### src/rtl/rsc_encoder.sv
// Frame-based 8-state RSC encoder (13/15 octal) with 3-step trellis termination
// and BPSK-mapped systematic/parity symbols.
module rsc_encoder #(
    parameter int                 FRAME_LEN = 64,
    parameter logic signed [15:0] AMP       = 16'sd1024
) (
    input  logic               clk,
    input  logic               rst,
    input  logic               start,
    input  logic               din,
    input  logic               din_valid,
    output logic               din_ready,
    output logic               sys_out,
    output logic               par_out,
    output logic signed [15:0] sys_sym,
    output logic signed [15:0] par_sym,
    output logic               out_valid,
    output logic [2:0]         trellis_state,
    output logic [7:0]         bit_cnt,
    output logic               busy,
    output logic               done
);

    typedef enum logic [1:0] {IDLE, DATA, TAIL} state_t;

    localparam logic [7:0] LAST_BIT = 8'(FRAME_LEN - 1);

    state_t             state_q, state_d;
    logic               sys_q, sys_d;
    logic               par_q, par_d;
    logic signed [15:0] sys_sym_q, sys_sym_d;
    logic signed [15:0] par_sym_q, par_sym_d;
    logic               out_valid_q, out_valid_d;
    logic [2:0]         trellis_q, trellis_d;
    logic [7:0]         bit_cnt_q, bit_cnt_d;
    logic [1:0]         tail_cnt_q, tail_cnt_d;
    logic               done_q, done_d;

    logic step, u, f, p;

    always_comb begin
        state_d     = state_q;
        sys_d       = sys_q;
        par_d       = par_q;
        sys_sym_d   = sys_sym_q;
        par_sym_d   = par_sym_q;
        trellis_d   = trellis_q;
        bit_cnt_d   = bit_cnt_q;
        tail_cnt_d  = tail_cnt_q;
        done_d      = 1'b0;
        step        = 1'b0;
        u           = 1'b0;

        case (state_q)
            IDLE: begin
                if (start) begin
                    state_d   = DATA;
                    bit_cnt_d = 8'd0;
                    trellis_d = 3'b000;
                end
            end
            DATA: begin
                if (din_valid) begin
                    step      = 1'b1;
                    u         = din;
                    bit_cnt_d = bit_cnt_q + 8'd1;
                    if (bit_cnt_q == LAST_BIT) begin
                        state_d    = TAIL;
                        tail_cnt_d = 2'd0;
                    end
                end
            end
            TAIL: begin
                // u cancels the feedback taps, driving zeros into the register
                step       = 1'b1;
                u          = trellis_q[1] ^ trellis_q[0];
                tail_cnt_d = tail_cnt_q + 2'd1;
                if (tail_cnt_q == 2'd2) begin
                    state_d = IDLE;
                    done_d  = 1'b1;
                end
            end
            default: state_d = IDLE;
        endcase

        f = u ^ trellis_q[1] ^ trellis_q[0];
        p = f ^ trellis_q[2] ^ trellis_q[0];

        if (step) begin
            trellis_d = {f, trellis_q[2:1]};
            sys_d     = u;
            par_d     = p;
            sys_sym_d = u ? -AMP : AMP;
            par_sym_d = p ? -AMP : AMP;
        end else if (state_q == IDLE) begin
            sys_sym_d = 16'sd0;
            par_sym_d = 16'sd0;
        end
        out_valid_d = step;
    end

    always_ff @(posedge clk or posedge rst) begin
        if (rst) begin
            state_q     <= IDLE;
            sys_q       <= 1'b0;
            par_q       <= 1'b0;
            sys_sym_q   <= 16'sd0;
            par_sym_q   <= 16'sd0;
            out_valid_q <= 1'b0;
            trellis_q   <= 3'b000;
            bit_cnt_q   <= 8'd0;
            tail_cnt_q  <= 2'd0;
            done_q      <= 1'b0;
        end else begin
            state_q     <= state_d;
            sys_q       <= sys_d;
            par_q       <= par_d;
            sys_sym_q   <= sys_sym_d;
            par_sym_q   <= par_sym_d;
            out_valid_q <= out_valid_d;
            trellis_q   <= trellis_d;
            bit_cnt_q   <= bit_cnt_d;
            tail_cnt_q  <= tail_cnt_d;
            done_q      <= done_d;
        end
    end

    assign din_ready     = (state_q == DATA);
    assign busy          = (state_q == DATA) || (state_q == TAIL);
    assign sys_out       = sys_q;
    assign par_out       = par_q;
    assign sys_sym       = sys_sym_q;
    assign par_sym       = par_sym_q;
    assign out_valid     = out_valid_q;
    assign trellis_state = trellis_q;
    assign bit_cnt       = bit_cnt_q;
    assign done          = done_q;

endmodule

### config.mk
export PLATFORM = sky130hd
export DESIGN_NAME = rsc_encoder
export DESIGN_NICKNAME = d
export VERILOG_FILES = /design/src/rtl/rsc_encoder.sv
export SDC_FILE = /design/constraint.sdc
export NUM_CORES = 1
export LEC_CHECK = 0
export ABC_CLOCK_PERIOD_IN_PS = 3500
export CORE_ASPECT_RATIO = 1.5
export CORE_MARGIN = 2
export CORE_UTILIZATION = 47
export CTS_CLUSTER_SIZE = 10
export DETAILED_ROUTE_END_ITERATION = 10
export GPL_TIMING_DRIVEN = 0
export PLACE_DENSITY = 0.85
export SLEW_MARGIN = 25
export SYNTH_ARGS = -nofsm -noshare
export SYNTH_HDL_FRONTEND = slang
export SYNTH_SLANG_ARGS = --single-unit
### constraint.sdc
create_clock -name clk -period 3.5 [get_ports clk]
set_clock_uncertainty 0.05 [all_clocks]
set_input_delay 0.7 -clock clk [delete_from_list [all_inputs] [get_ports clk]]
set_output_delay 0.7 -clock clk [all_outputs]
set_load 0.1 [all_outputs]
After elaboration in Yosys (flattened, before gate mapping)
Cells that the tools add are included.
{"block": "totals", "ff_bits": 51, "input_bits": 5, "output_inout_bits": 49, "wordCells": 60}
{"block": "op_classes", "add_sub_neg": 2, "eq_ne": 8, "muxes": 25, "bitwise": 5, "n_reduce_logical": 10}
{"cell": "$mux W16", "n": 5}
{"cell": "$mux W8", "n": 2}
{"cell": "$pmux W8 S2", "n": 1}
{"cell": "$mux W2", "n": 6}
{"cell": "$mux W3", "n": 3}
{"cell": "$add A8 B1 Y8 const B", "n": 1}
{"cell": "$eq A8 B6 Y1 const B", "n": 1}
{"cell": "$reduce_bool A2 Y1", "n": 4}
{"cell": "$ne A2 B2 Y1 const B", "n": 3}
{"cell": "$pmux W2 S3", "n": 1}
{"cell": "$reduce_and A3 Y1", "n": 2}
{"cell": "$xor A1 B1 Y1", "n": 5}
{"cell": "$eq A2 B2 Y1 const B", "n": 2}
{"cell": "$mux W1", "n": 4}
{"cell": "$pmux W1 S2", "n": 2}
{"cell": "$pmux W2 S2", "n": 1}
{"cell": "$reduce_and A4 Y1", "n": 1}
{"cell": "$add A2 B1 Y2 const B", "n": 1}
{"cell": "$eq A2 B1 Y1 const B", "n": 1}
{"cell": "$logic_not A2 Y1", "n": 1}
{"cell": "$ne A2 B1 Y1 const B", "n": 1}
{"cell": "$reduce_and A2 Y1", "n": 1}
{"cell": "$logic_or A1 B1 Y1", "n": 1}

Depth between registers and ports, before layout
Gate-level depths: netlist (run 1).
{"block": "depth", "depth_word": 8, "mapped_depth": 9, "ltp_nobuf": 7}

Worst setup path after synthesis (run 1)
OpenSTA, ideal clock, no wires.
{"block": "synth_path", "path_kind": "register -> register", "from": "register state_q[1]", "to": "register bit_cnt_q[7] (netlist: bit_cnt[7])", "setup_time_ps": 121, "t_arrival_ps": 2212, "required_ps": 3329, "path_slack_ps": 1118, "path_stages_with_launch": 8, "n_path_buf": 1, "period_less_slack_ps": 2382, "cell_sequence": "dfrtp_1 > inv_1 > ha_1 > buf_6 > mux2i_2 > nor3_2 > a31oi_1 > a41o_1"}
{"block": "synth_between", "elab_chain_cells": 3, "elab_cells_between_ends": 7, "cone_classes": "eq/ne: 3; mux: 1; reduce/logical: 3"}
{"element": "from (decl)", "line": "28", "source": "state_t state_q, state_d;"}
{"element": "from (signal assigned)", "line": "115", "source": "state_q <= state_d;"}
{"element": "$eq A2 B1 Y1 *"}
{"element": "net din_ready", "line": "12", "source": "output logic din_ready,"}
{"element": "$ne A2 B2 Y1 (no source line) / $reduce_bool A2 Y1 (equally long branches)"}
{"element": "$reduce_and A3 Y1 (no source line)"}
{"element": "to (signal assigned)", "line": "122", "source": "bit_cnt_q <= bit_cnt_d;"}
{"element": "to (decl)", "line": "35", "source": "logic [7:0] bit_cnt_q, bit_cnt_d;"}
Mark *: on every way through the listed nets, which the timed path passes. The rest lies on a longest branch.
A chain may end at the register's enable or synchronous reset.

Final worst setup path (run 1)
{"block": "layout_path", "from": "register state_q[1]", "to": "output busy"}
{"block": "layout_between", "elab_chain_cells": 2, "elab_cells_between_ends": 3, "cone_classes": "eq/ne: 2; reduce/logical: 1"}
{"element": "$eq A2 B1 Y1 / $eq A2 B2 Y1 (equally long branches)", "line": "129", "source": "assign busy = (state_q == DATA) || (state_q == TAIL);"}
{"element": "$logic_or A1 B1 Y1 *", "line": "129"}
{"element": "to (decl)", "line": "20", "source": "output logic busy,"}
Every way passes the cells marked *; elsewhere a longest branch is shown, timed or not.

==> impl_results.md, run 1 <==
- Cells after synthesis: 144
- Area of the core: 2850 um2
- Global-route wire length before repair: 4690 um
- Die H: 70.7 um
- Crit path kind: flip-flop to output pin
- Starting Density: between 40% and 50%
- Total negative slack: 0 ns
- Root buffer cell: clkbuf_8
- Vias in the first global route: 1073
- Placed Cells: 235
- Hold Path End: sys_out$_DFFE_PP0P_
- Layout cells sized above 1: 23.0%
- RSZ-0062 raised after global routing: no
- FFs w/ async S/R, synth: 100%
- Worst vdd ir: 0.000421 V
- 1st-pass router iterations: 4
- Post-CTS Setup Bufs: 0
- Total GRT Usage: 17.2%
- Worst-path clk slew: around 0.080 ns
- Chip Width: between 40 and 50 um
- Fin cells: 239
- Max_slew headroom: around a third
- Pwr dens: 891 nW/um2
- HPWL after DPL: 2180 um
- CTS resizes: 0
- Max Transition Viols Final: 0
- Cell Area, Synth: 1390 um2
- CTS tree: done
- Reg-to-Reg Start: state_q[1]$_DFFE_PP0P_
- Req. time, crit path: roughly 2.8 ns
- Pin count of the biggest net entering global routing: 23
- Seq/Total Area, Yosys: 39.5%
- Worst skew pair latency: 0.26 ns
- Drt wl/cell: 11.5 um
- GPL Wtd Cong: 0.815
- Ys flop type: dfrtp_1
- H-tree levels: 1
- MaxCap Viol Count: 0
- Worst hold path depth: 1
- Via count: 1117
- DRC: 0
- GR Overflow Total: 0
- I/O pins: between 50 and 60
- # port buffers: 33
- Hold Fails Final Rpt: 0
- Worst R2R Path Depth: 6
- Hold Path Class: flip-flop to flip-flop
- Avg Cell Area, Syn: 9.67 um2
- Hold buffers post-CTS: 0
- Synthesized flop and latch total: 22
- CP arrival: 2.17 ns
- Biggest fanout along the worst timing path: 3
- Final Setup Violations: 0
- Reg2reg end: bit_cnt[7]$_DFFE_PP0P_
- DR vias/cell: between 4 and 5
- Pwr Total: 1.69 mW
- Ant. Diodes: 0
- WL final: around 2800 um
- Post-synth EDFFs: 0
- Largest area contributor in the netlist: dfrtp_1
- Die area: 3420 um2
- Initial antenna violation count: 0
- Num CTS Buffers: 3
- Nets: 211
- Area growth syn-to-layout: 36.3%
- Tcrit/Tclk final: 83.4%
- CP Capture Type: output pin
- Synth cell types: 37
- Worst Max-Slew Pin Slew: 0.981 ns
- Outcome: finished, final reports clean
- R2r setup slk: 1.68 ns
- Top cells by area, synth: dfrtp_1 (40%), buf_4 (16%), ha_1 (4.5%)
- CP Launch Type: flip-flop
- FMAX: 343 MHz
- Top cell type's share of synthesized area: 39.5%
- Row count: 24
- Clk buf depth: 2
- Clk sinks: 22
- Pleak: approximately 0.92 nW
- Warnings, synthesis: 0
- HP Start: sys_out$_DFFE_PP0P_
- Routed Antenna Nets: 0
- Period minus WS final: 2.92 ns
- Drt first-iter violations: 28
power breakdown:
| part | internal [mW] | total (mW) | switching, mW | leakage (nW) |
|---|---|---|---|---|
| combinational | 0.279 | 1.16 | 0.876 | 0.595 |
| sequential | 0.305 | 0.355 | 0.0500 | 0.299 |
| clock | 0.100 | 0.182 | 0.0814 | 0.0288 |
| total | 0.684 | 1.69 | 1.01 | 0.923 |
critical path, cell delays in order, from the launching register on:
cell and delay (ns):
dfrtp_1 0.36, inv_1 0.08, ha_1 0.33, clkdlybuf4s50_1 1.14
stage by stage:
step,setup slack [ns],instance area (um2),hold slack [ns],utilization (%)
after floorplan,1.12,1460,0.418,-
final,0.582,1900,0.430,66.5
after CTS,0.574,1900,0.434,66.5
after global placement,0.900,1840,0.408,64.6
after detailed placement,0.879,1840,0.417,64.6
after global routing,0.524,1900,0.459,66.5
cells by family (layout without fill, tap and decap cells):
family          Yosys count  after routing  synth area share [%]
xor+xnor                  8              8                  5.03
mux                       6              6                  4.94
fa+ha+maj                 5              5                  4.49
flops                    22             22                  39.5
simple gates             41             41                  17.1
buf+inv                  40             77                  19.2
compound gates           21             21                  9.43
other cells               1             20                 0.269
synth_stat cells, types with 2 or more instances:
cell / n
buf_4: 29
dfrtp_1: 22
nand2_1: 11
nor2_1: 9
inv_1: 7
nand3_1: 7
o21ai_1: 7
xnor2_1: 7
ha_1: 5
and2_1: 3
mux2i_1: 3
o21ai_0: 3
a21o_1: 2
a21oi_1: 2
a31oi_1: 2
inv_2: 2
mux2i_2: 2
nor4_2: 2
state kept, by name (all words and copies together) (netlist names):
signal         flops
sys_sym            2
state_q            2
sys_out            1
par_out            1
par_sym            1
bit_cnt            8
tail_cnt_q         2
out_valid          1
trellis_state      3
done               1
layer usage:
metal | global-route usage (%) | vias to the layer above | part of all wire (%)
met5 | 0 | - | 0
li1 | - | 542 | -
met4 | 7.30 | 0 | 1.7
met2 | 32.7 | 34 | 55
met1 | 18.2 | 537 | 38
met3 | 3.59 | 4 | 4.4
worst max-delay path by stage:
stage                            from                endpoint  slack (ns)  depth (start not counted)
3_5_place_dp   state_q[0]$_DFFE_PP0P_                    busy        0.88                          3
4_1_cts        state_q[1]$_DFFE_PP0P_                    busy        0.57                          3
5_1_grt        state_q[1]$_DFFE_PP0P_                    busy        0.52                          3
3_3_place_gp   state_q[0]$_DFFE_PP0P_                    busy        0.90                          3
6_report       state_q[1]$_DFFE_PP0P_                    busy        0.58                          3
2_1_floorplan  state_q[1]$_DFFE_PP0P_  bit_cnt[7]$_DFFE_PP0P_        1.12                          7
cell type report:
| cell class | count | area, um2 |
|---|---|---|
| Timing Repair Buffer | 33 | 330 |
| Tap cell | 39 | 48.8 |
| Multi-Input combinational cell | 101 | 646 |
| Buffer | 31 | 234 |
| Fill cell | 240 | 955 |
| Sequential cell | 22 | 551 |
| Inverter | 9 | 33.8 |
| Clock buffer | 4 | 55.1 |
placed cells by master, fill, tap and decap left out, types with 2 or more instances in the layout:
cell and count:
xnor2_1 7, inv_2 2, conb_1 20, and2_1 3, dfrtp_1 22, inv_1 7
nand2_1 11, mux2i_2 2, clkdlybuf4s50_1 33, a31oi_1 2, clkbuf_8 4, a21o_1 2
nand3_1 7, a21oi_1 2, nor2_1 9, nor4_2 2, mux2i_1 3, o21ai_1 7
o21ai_0 3, buf_4 29, ha_1 5
(Power assumes the default switching activity.)
==> inputs of run 2 (changes only) <==
ABC_CLOCK_PERIOD_IN_PS = 2790   (was 3500)
CORE_UTILIZATION = 43   (was 47)
PLACE_DENSITY = 0.79   (was 0.85)
clock period = 2.79 ns   (was 3.5 ns; I/O delays follow)
==> impl_results.md, run 2 (synthesized netlist as in run 1, its figures left out) <==
- Area growth syn-to-layout: 37.5%
- CP arrival: 2.09 ns (-0.08 ns)
- Clk sinks: 22 (unchanged)
- R2r setup slk: 0.98 ns (-0.70 ns)
- HPWL after DPL: 2010 um (-7.7%)
- Clk buf depth: 2 (unchanged)
- 1st-pass router iterations: 4 (unchanged)
- CP Capture Type: output pin
- Hold Path End: sys_out$_DFFE_PP0P_
- Multi-input logic area: 646 um2 (unchanged)
- RSZ-0062 raised after global routing: no
- Worst vdd ir: 0.000593 V (+41%)
- Pwr dens: 1140 nW/um2 (+28%)
- Pre-CTS setup slack: 0.296 ns (-0.583 ns)
- Reg power frac: 20.4% (-0.6 points)
- Starting Density: 44.5% (-4.3 points)
- HP Start: sys_out$_DFFE_PP0P_
- Worst skew pair latency: 0.26 ns (about the same)
- Pwr Total: 2.18 mW (+29%)
- Most common cell after layout, fill and taps aside: clkdlybuf4s50_1
- Chip Width: 50.5 um (+4.2%)
- Routed Antenna Nets: 0 (unchanged)
- Layout cells sized above 1: 23.0% (unchanged)
- CP Launch Type: flip-flop
- Biggest fanout along the worst timing path: 3 (unchanged)
- Hold buffers post-CTS: 0 (unchanged)
- Nets: 211 (unchanged)
- H-tree levels: 1 (unchanged)
- Worst Slack Setup Final: 0.0933 ns (-0.489 ns)
- Worst Max-Slew Pin Slew: 0.987 ns (+0.00575 ns)
- Commonest cells after routing, fill and taps aside: clkdlybuf4s50_1 (32), buf_4 (29), dfrtp_1 (22)
- Net Sw Frac: 57.9% (-1.6 points)
- Die area: 3720 um2 (+8.6%)
- Net Sw Power: 1.26 mW (+26%)
- Max FFs per register: 8 (unchanged)
- # port buffers: 33 (unchanged)
- Initial antenna violation count: 0 (unchanged)
- Pin count of the biggest net entering global routing: 23 (unchanged)
- Reg-to-Reg Start: state_q[0]$_DFFE_PP0P_
- Internal Power: 0.919 mW (+34%)
- I/O pins: 54 (unchanged)
- Reg2reg end: bit_cnt[7]$_DFFE_PP0P_
- Num CTS Buffers: 3 (unchanged)
- Hold Path Class: flip-flop to flip-flop
- Pleak: 0.931 nW (+0.90%)
- WL final: 2550 um (-7.4%)
- Ant. Diodes: 0 (unchanged)
- Max_slew headroom: 34.0% (-0.38 points)
- Root buffer cell: clkbuf_8
- MaxCap Viol Count: 0 (unchanged)
- Period minus WS final: roughly 2.7 ns
- DRC: 0 (unchanged)
- Total GRT Usage: 14.7% (-2.5 points)
- Req. time, crit path: 2.18 ns (-0.57 ns)
- Clock share of power: 13.7% (+3.0 points)
- Die H: 73.7 um (+4.3%)
- Global-route wire length before repair: 4190 um (-11%)
- Worst R2R Path Depth: 6 (unchanged)
- Via count: 1040 (-6.9%)
- Total negative slack: 0 ns (unchanged)
- Max Transition Viols Final: 0 (unchanged)
- Outcome: finished, final reports clean
- Combinational power share: 65.8% (-2.5 points)
- GR Overflow Total: 0 (unchanged)
- CTS tree: done
- Tcrit/Tclk final: 96.7%
- Fill cells: 302 (+26%)
- Worst-path clk slew: 0.08 ns (about the same)
- Drt wl/cell: 10.6 um (-7.8%)
- Final Setup Violations: 0 (unchanged)
- Vias in the first global route: 958 (-11%)
- GPL Wtd Cong: 0.773 (-5.2%)
- FMAX: 371 MHz
- Hold Fails Final Rpt: 0 (unchanged)
- Area of the core: 3130 um2 (+9.6%)
- DR vias/cell: 4.33 (-7.3%)
- Row count: 25 (+4.2%)
- Worst hold path depth: 1 (unchanged)
- Drt first-iter violations: 26 (-7.1%)
- Crit path kind: flip-flop to output pin
- Storage element area: 551 um2 (unchanged)
-- run 2: changes by cell type in the layout (fill, tap and decap cells not counted) --
cell and delta:
bufinv_16 +1, clkbuf_8 -1, clkdlybuf4s50_1 -1, dlygate4sd2_1 +1
-- run 2: worst max path at each step --
stage,slack [ns],from,endpoint
detailed placement,0.30,state_q[0]$_DFFE_PP0P_,busy
floorplan,0.41,state_q[1]$_DFFE_PP0P_,bit_cnt[7]$_DFFE_PP0P_
CTS,0.08,state_q[1]$_DFFE_PP0P_,din_ready
global placement,0.32,state_q[0]$_DFFE_PP0P_,busy
finish,0.09,state_q[1]$_DFFE_PP0P_,din_ready
global route,0.04,state_q[1]$_DFFE_PP0P_,din_ready
-- run 2: worst max-delay path, cell delays in order, from the launching register on --
cell and delay [ns]:
dfrtp_1 0.39, inv_1 0.10, ha_1 0.19, clkdlybuf4s50_1 1.14
-- run 2: stage by stage --
stage	hold WS [ns]	cells	util (%)	instance area, um2
6_report	0.433	240	61.2	1910
3_3_place_gp	0.414	236	59.0	1840
2_1_floorplan	0.418	163	-	1460
3_5_place_dp	0.416	236	59.0	1840
4_1_cts	0.436	240	61.2	1910
5_1_grt	0.455	240	61.2	1910
-- run 2: cell type report --
cell class	instances	share of cell area, %
clock inverter	1	1.57
clock buffer	3	2.16
buffer	31	12.2
tap	40	2.61
timing repair buffer	33	17.2
sequential	22	28.8
inverter	9	1.76
multi-input combinational	101	33.7
-- run 2: power groups by stage --
stage,Clock [mW],Combinational (mW),Sequential (mW)
after floorplan,0,0.784,0.850
after global placement,0,1.44,0.453
after detailed placement,0,1.45,0.454
after CTS,0.306,1.45,0.448
after global routing,0.318,1.50,0.459
final,0.299,1.44,0.447
-- run 2: routing by layer --
| layer | GRT usage [%] | vias up | part of all wire [%] |
|---|---|---|---|
| met5 | 0 | - | 0 |
| met4 | 7.21 | 0 | 1.6 |
| met3 | 1.63 | 4 | 5.5 |
| met2 | 26.6 | 34 | 51 |
| met1 | 17.1 | 462 | 42 |
| li1 | - | 540 | - |
-- run 2: repair_timing --
| item | 4_1_cts | 5_1_grt |
|---|---|---|
| hold endpoints to repair | 0 | 0 |
| endpoints found under the setup margin | 1 | 0 |
| resized for setup | 1 | 0 |
| setup buffers | 0 | 0 |
==> inputs of run 3 (changes only) <==
SLEW_MARGIN = not set   (was 25)
==> results of run 3 <==
No change in the layout: final DEF, timing and power equal those of run 2.
==> variant 1, RTL diff (settings of run 3) <==
Reset style: synchronous (`rst`), changed in one clocked block.
--- a/src/rtl/rsc_encoder.sv
+++ b/src/rtl/rsc_encoder.sv
@@ -101,3 +101,3 @@
 
-    always_ff @(posedge clk or posedge rst) begin
+    always_ff @(posedge clk) begin
         if (rst) begin
Formal check against the unedited RTL: differs if rst is asserted again (counterexample within 4 cycles, from zero or initial values and one cycle with rst high); with rst held inactive, the same outputs for 10 cycles.
==> variant 1 against run 3 <==
  * Cell area decreased by 3.5%
  * Area after synthesis fell by 2.9%
  * Count of clock-buffer cells in the layout rose by 1
  * Worst setup slack got worse by 21 ps
  * Via count grew 20%
  * Die area shrank 2.7%
  * Global-route usage up 1.1 points
  * Total power fell by 39%
  * Final cell count grew 7.5%
  * Sequential cell count unchanged
  * Wire length is 13% higher
  * Critical endpoint unchanged
==> variant 1: results (changes against run 3) <==
| Metric | Value |
|---|---|
| Status | finished clean |
| GR Layer Usage met2 | 29.6% (+3.0 points) |
| CP max stage delay | 1160 ps (+20 ps) |
| Critical R2R Capture | bit_cnt[7]$_SDFFE_PP0P_ |
| Post-synth cell types | 38 (+2.7%) |
| Switching component of the power | 0.000691 W (-45%) |
| Worst Path Arrival | 2110 ps (+20 ps) |
| Vias in the first global route | 1071 (+12%) |
| Register-to-register setup slack | 770 ps (-210 ps) |
| Final nets | 231 (+9.5%) |
| Post-synth ARST share | 0% (-100 points) |
| Total Routing Usage GR | 15.8% (+1.1 points) |
| Predominant post-synthesis flop cell | dfxtp_1 |
| Top cells by count, synth | buf_4 (29), dfxtp_1 (22), a21oi_1 (13) |
| Routed len/inst | 11.2 um (+5.0%) |
| Met2 wire length | 1460 um (+13%) |
| Met1 Routed Length | 1170 um (+8.9%) |
| Gate Count Post-Synth | 164 (+14%) |
| Post-synthesis mux area share | 3.15% (-1.8 points) |
| HP Start | sys_out$_SDFFE_PP0P_ |
| Share of the synthesized area in compound gates (AO/OA/AOI/OAI) | 11.5% (+2.0 points) |
| Final HPWL DP | 2250 um (+12%) |
| Gp weighted congestion | 0.832 (+7.6%) |
| Sequential cell power | 0.000358 W (-20%) |
| Worst Hold End | sys_out$_SDFFE_PP0P_ |
| Non-Filler Instances | 258 (+7.5%) |
| CP startpoint | state_q[1]$_SDFFE_PP0P_ |
| Detail Route met3 WL | 189 um (+34%) |
| VDD IR-drop max | 0.668 mV (+13%) |
| Synth Area in Adders | 5.55% (+1.1 points) |
| Met3 GRT Util | 1.84% (+0.22 points) |
| Via count | 1251 (+20%) |
| Sequential element share of the synthesized area | 32.6% (-7.0 points) |
| Share of layout cells above drive strength 1 | 17.4% (-5.6 points) |
-- variant 1: changes by cell type in the layout (fill, tap and decap cells not counted), sizes merged, moves of 3 or more --
| cell | before | now |
|---|---|---|
| a21oi | 2 | 13 |
| and2 | 3 | 0 |
| clkbuf | 3 | 6 |
| dfrtp | 22 | 0 |
| dfxtp | 0 | 22 |
| mux2i | 5 | 2 |
| nand4 | 0 | 3 |
| nor2b | 2 | 5 |
| o21ai | 10 | 7 |
-- variant 1: through the flow --
stage / area, um^2 / power, W / hold slack, ps
2_1_floorplan: 1420 / 0.000979 / 402
3_3_place_gp: 1790 / 0.00110 / 398
3_5_place_dp: 1790 / 0.00111 / 401
4_1_cts: 1850 / 0.00133 / 415
5_1_grt: 1850 / 0.00139 / 441
6_report: 1850 / 0.00133 / 409
-- variant 1: layout make-up --
type | count | area [um^2]
buffer | 33 | 235
timing repair buffer | 32 | 319
clock buffer | 4 | 55.1
inverter | 9 | 33.8
fill | 275 | 1100
multi-input combinational | 119 | 714
tap | 39 | 48.8
sequential | 22 | 440
==> variant 2, RTL diff (settings of run 3) <==
Without the edit above. Set the parameter `AMP` to 16'sd512 (it was 16'sd1024).
--- a/src/rtl/rsc_encoder.sv
+++ b/src/rtl/rsc_encoder.sv
@@ -4,3 +4,3 @@
     parameter int                 FRAME_LEN = 64,
-    parameter logic signed [15:0] AMP       = 16'sd1024
+    parameter logic signed [15:0] AMP       = 16'sd512
 ) (
Check against the original RTL: not equivalent (a bounded check fails within 4 cycles, from zero or initial values and one cycle with rst high).
==> variant 2 against run 3 <==
  * Die area increased by 1.8%
  * First-iteration DRC count decreased by 50%
  * Total power increased by 0.86%
  * Worst setup slack got worse by 11 ps
  * Area after synthesis increased by 2.0%
  * Cell area unchanged
  * Sequential cell count unchanged
  * Wire length increased by 9.0%
  * Global-route usage increased by 1.4 points
  * Critical path type unchanged
  * Largest cell class unchanged
==> variant 2: results (changes against run 3) <==
| Metric | Value |
|---|---|
| Status | finished clean |
| Gate Count Post-Synth | 145 (+0.69%) |
| Largest cells by area after synthesis | dfrtp_1 (39%), buf_4 (16%), xnor2_1 (4.9%) |
| I/O Buffers | 34 (+3.0%) |
| Num CTS Buffers | 3 (unchanged) |
| Filler cells | 279 (-7.6%) |
| First-pass GRT wire length | 4660 um (+11%) |
| Via count | 1106 (+6.3%) |
| Share of layout cells above drive strength 1 | 23.6% (+0.62 points) |
| Total Routing Usage GR | 16.1% (+1.4 points) |
| Clk tree area frac | 2.16% (-1.6 points) |
| Initial antenna violation count | 0 (unchanged) |
| Switching component of the power | 0.00135 W (+6.6%) |
| Post-synth cell types | 43 (+16%) |
| Tightest Pin Transition | 975 ps (-12.1 ps) |
| Root buf cell | clkbuf_8 |
| Inverters | 7 (-2) |
| Initial DRC count | 13 (-50%) |
| CP max stage delay | roughly 1200 ps |
| Reg2Reg Depth | 5 (-1) |
| Final HPWL DP | 2230 um (+11%) |
| Drt via density | 4.63 (+6.8%) |
| Leakage | 0.916 nW (-1.7%) |
| Vias in the first global route | 1010 (+5.4%) |
| H-tree depth | 1 (unchanged) |
| Post CTS Setup Buffer Count | 0 (unchanged) |
| Sequential element share of the synthesized area | 38.8% (-0.77 points) |
| Routed wire length | 2780 um (+9.0%) |
| Register-to-register setup slack | 880 ps (-100 ps) |
| Hold path cells | 2 (+1) |
| Sequential cell power | 0.000451 W (+0.9%) |
| Slowest cell on the critical path | clkdlybuf4s50_1 |
| Synth Area in Adders | 4.41% (-0.087 points) |
| Gp weighted congestion | 0.852 (+10%) |
| Critical R2R Capture | tail_cnt_q[1]$_DFFE_PP0P_ |
| Min Hold Slack | 431 ps (-1.13 ps) |
| HP Start | sys_out$_DFFE_PP0P_ |
| Family with the most delay on the worst path | buffers and inverters |
| Post-synthesis mux area share | 1.67% (-3.3 points) |
| Synth Area in XOR/XNOR | 6.17% (+1.1 points) |
| Pre-CTS setup slack | 176 ps (-120 ps) |
| N_diodes | 0 (unchanged) |
| Nonclk buf count | 66 (+3.1%) |
| Die W | 50.9 um (+0.90%) |
| FFs & Latches | 22 (unchanged) |
| Final core occ | 60.6% (-0.61 points) |
| Non-clock buffer share of cell area | 30.3% (+0.92 points) |
| Post-place instance area | 1870 um^2 (+1.6%) |
| Multi-input combinational area share | 34.8% (+1.0 points) |
| Comb. pwr | 0.00156 W (+8%) |
| Share of the synthesized area in compound gates (AO/OA/AOI/OAI) | 9.69% (+0.26 points) |
| FF-to-FF Start | bit_cnt[0]$_DFFE_PP0P_ |
| VDD IR-drop max | 0.798 mV (+34%) |
| Share of total power in combinational logic | 71.0% (+5.2 points) |
| Top cells by count, synth | buf_4 (30), dfrtp_1 (22), nand2_1 (13) |
## variant 2: cell types whose count changed after synthesis, moves of 2 or more
| cell | delta |
|---|---|
| a31oi_1 | -2 |
| o21ai_1 | -5 |
| nor2_1 | +2 |
| a22oi_1 | +2 |
| nand2_1 | +2 |
| mux2i_1 | -2 |
| a21o_1 | -2 |
## variant 2: metal layers
metal | wire [um] | global-route usage, % | vias up
met4 | 85 | 9.31 | 0
met3 | 149 | 1.61 | 6
met5 | 0 | 0 | -
met1 | 1100 | 17.7 | 510
met2 | 1450 | 29.7 | 38
li1 | - | - | 552
## variant 2: cells by family (layout without fill, tap and decap cells)
group / after synthesis / after routing
simple gates: 49 / 49
fa+ha+maj: 5 / 5
xor+xnor: 10 / 10
buf+inv: 39 / 76
other cells: 1 / 18
mux: 2 / 2
flops: 22 / 22
compound gates: 17 / 17
## variant 2: timing repair
action,in CTS,in global routing
endpoints found under the setup margin,1,0
hold buffers,0,0
gates resized for setup,1,0
hold endpoints to repair,0,0
## variant 2: worst max-delay path by stage
stage | startpoint | end | slack (ps) | depth (start not counted)
global route | state_q[1]$_DFFE_PP0P_ | din_ready | 10 | 3
floorplan | state_q[1]$_DFFE_PP0P_ | bit_cnt[3]$_DFFE_PP0P_ | 340 | 7
CTS | state_q[1]$_DFFE_PP0P_ | din_ready | 90 | 3
global placement | state_q[1]$_DFFE_PP0P_ | busy | 190 | 3
finish | state_q[1]$_DFFE_PP0P_ | din_ready | 80 | 3
detailed placement | state_q[1]$_DFFE_PP0P_ | busy | 180 | 3
## variant 2: worst register-to-register path: stages (launching register included)
cell     delay, ps
dfrtp_1        440
ha_1           190
nand2_1        130
o41ai_2        590
nand2_1        180
a32o_1         230
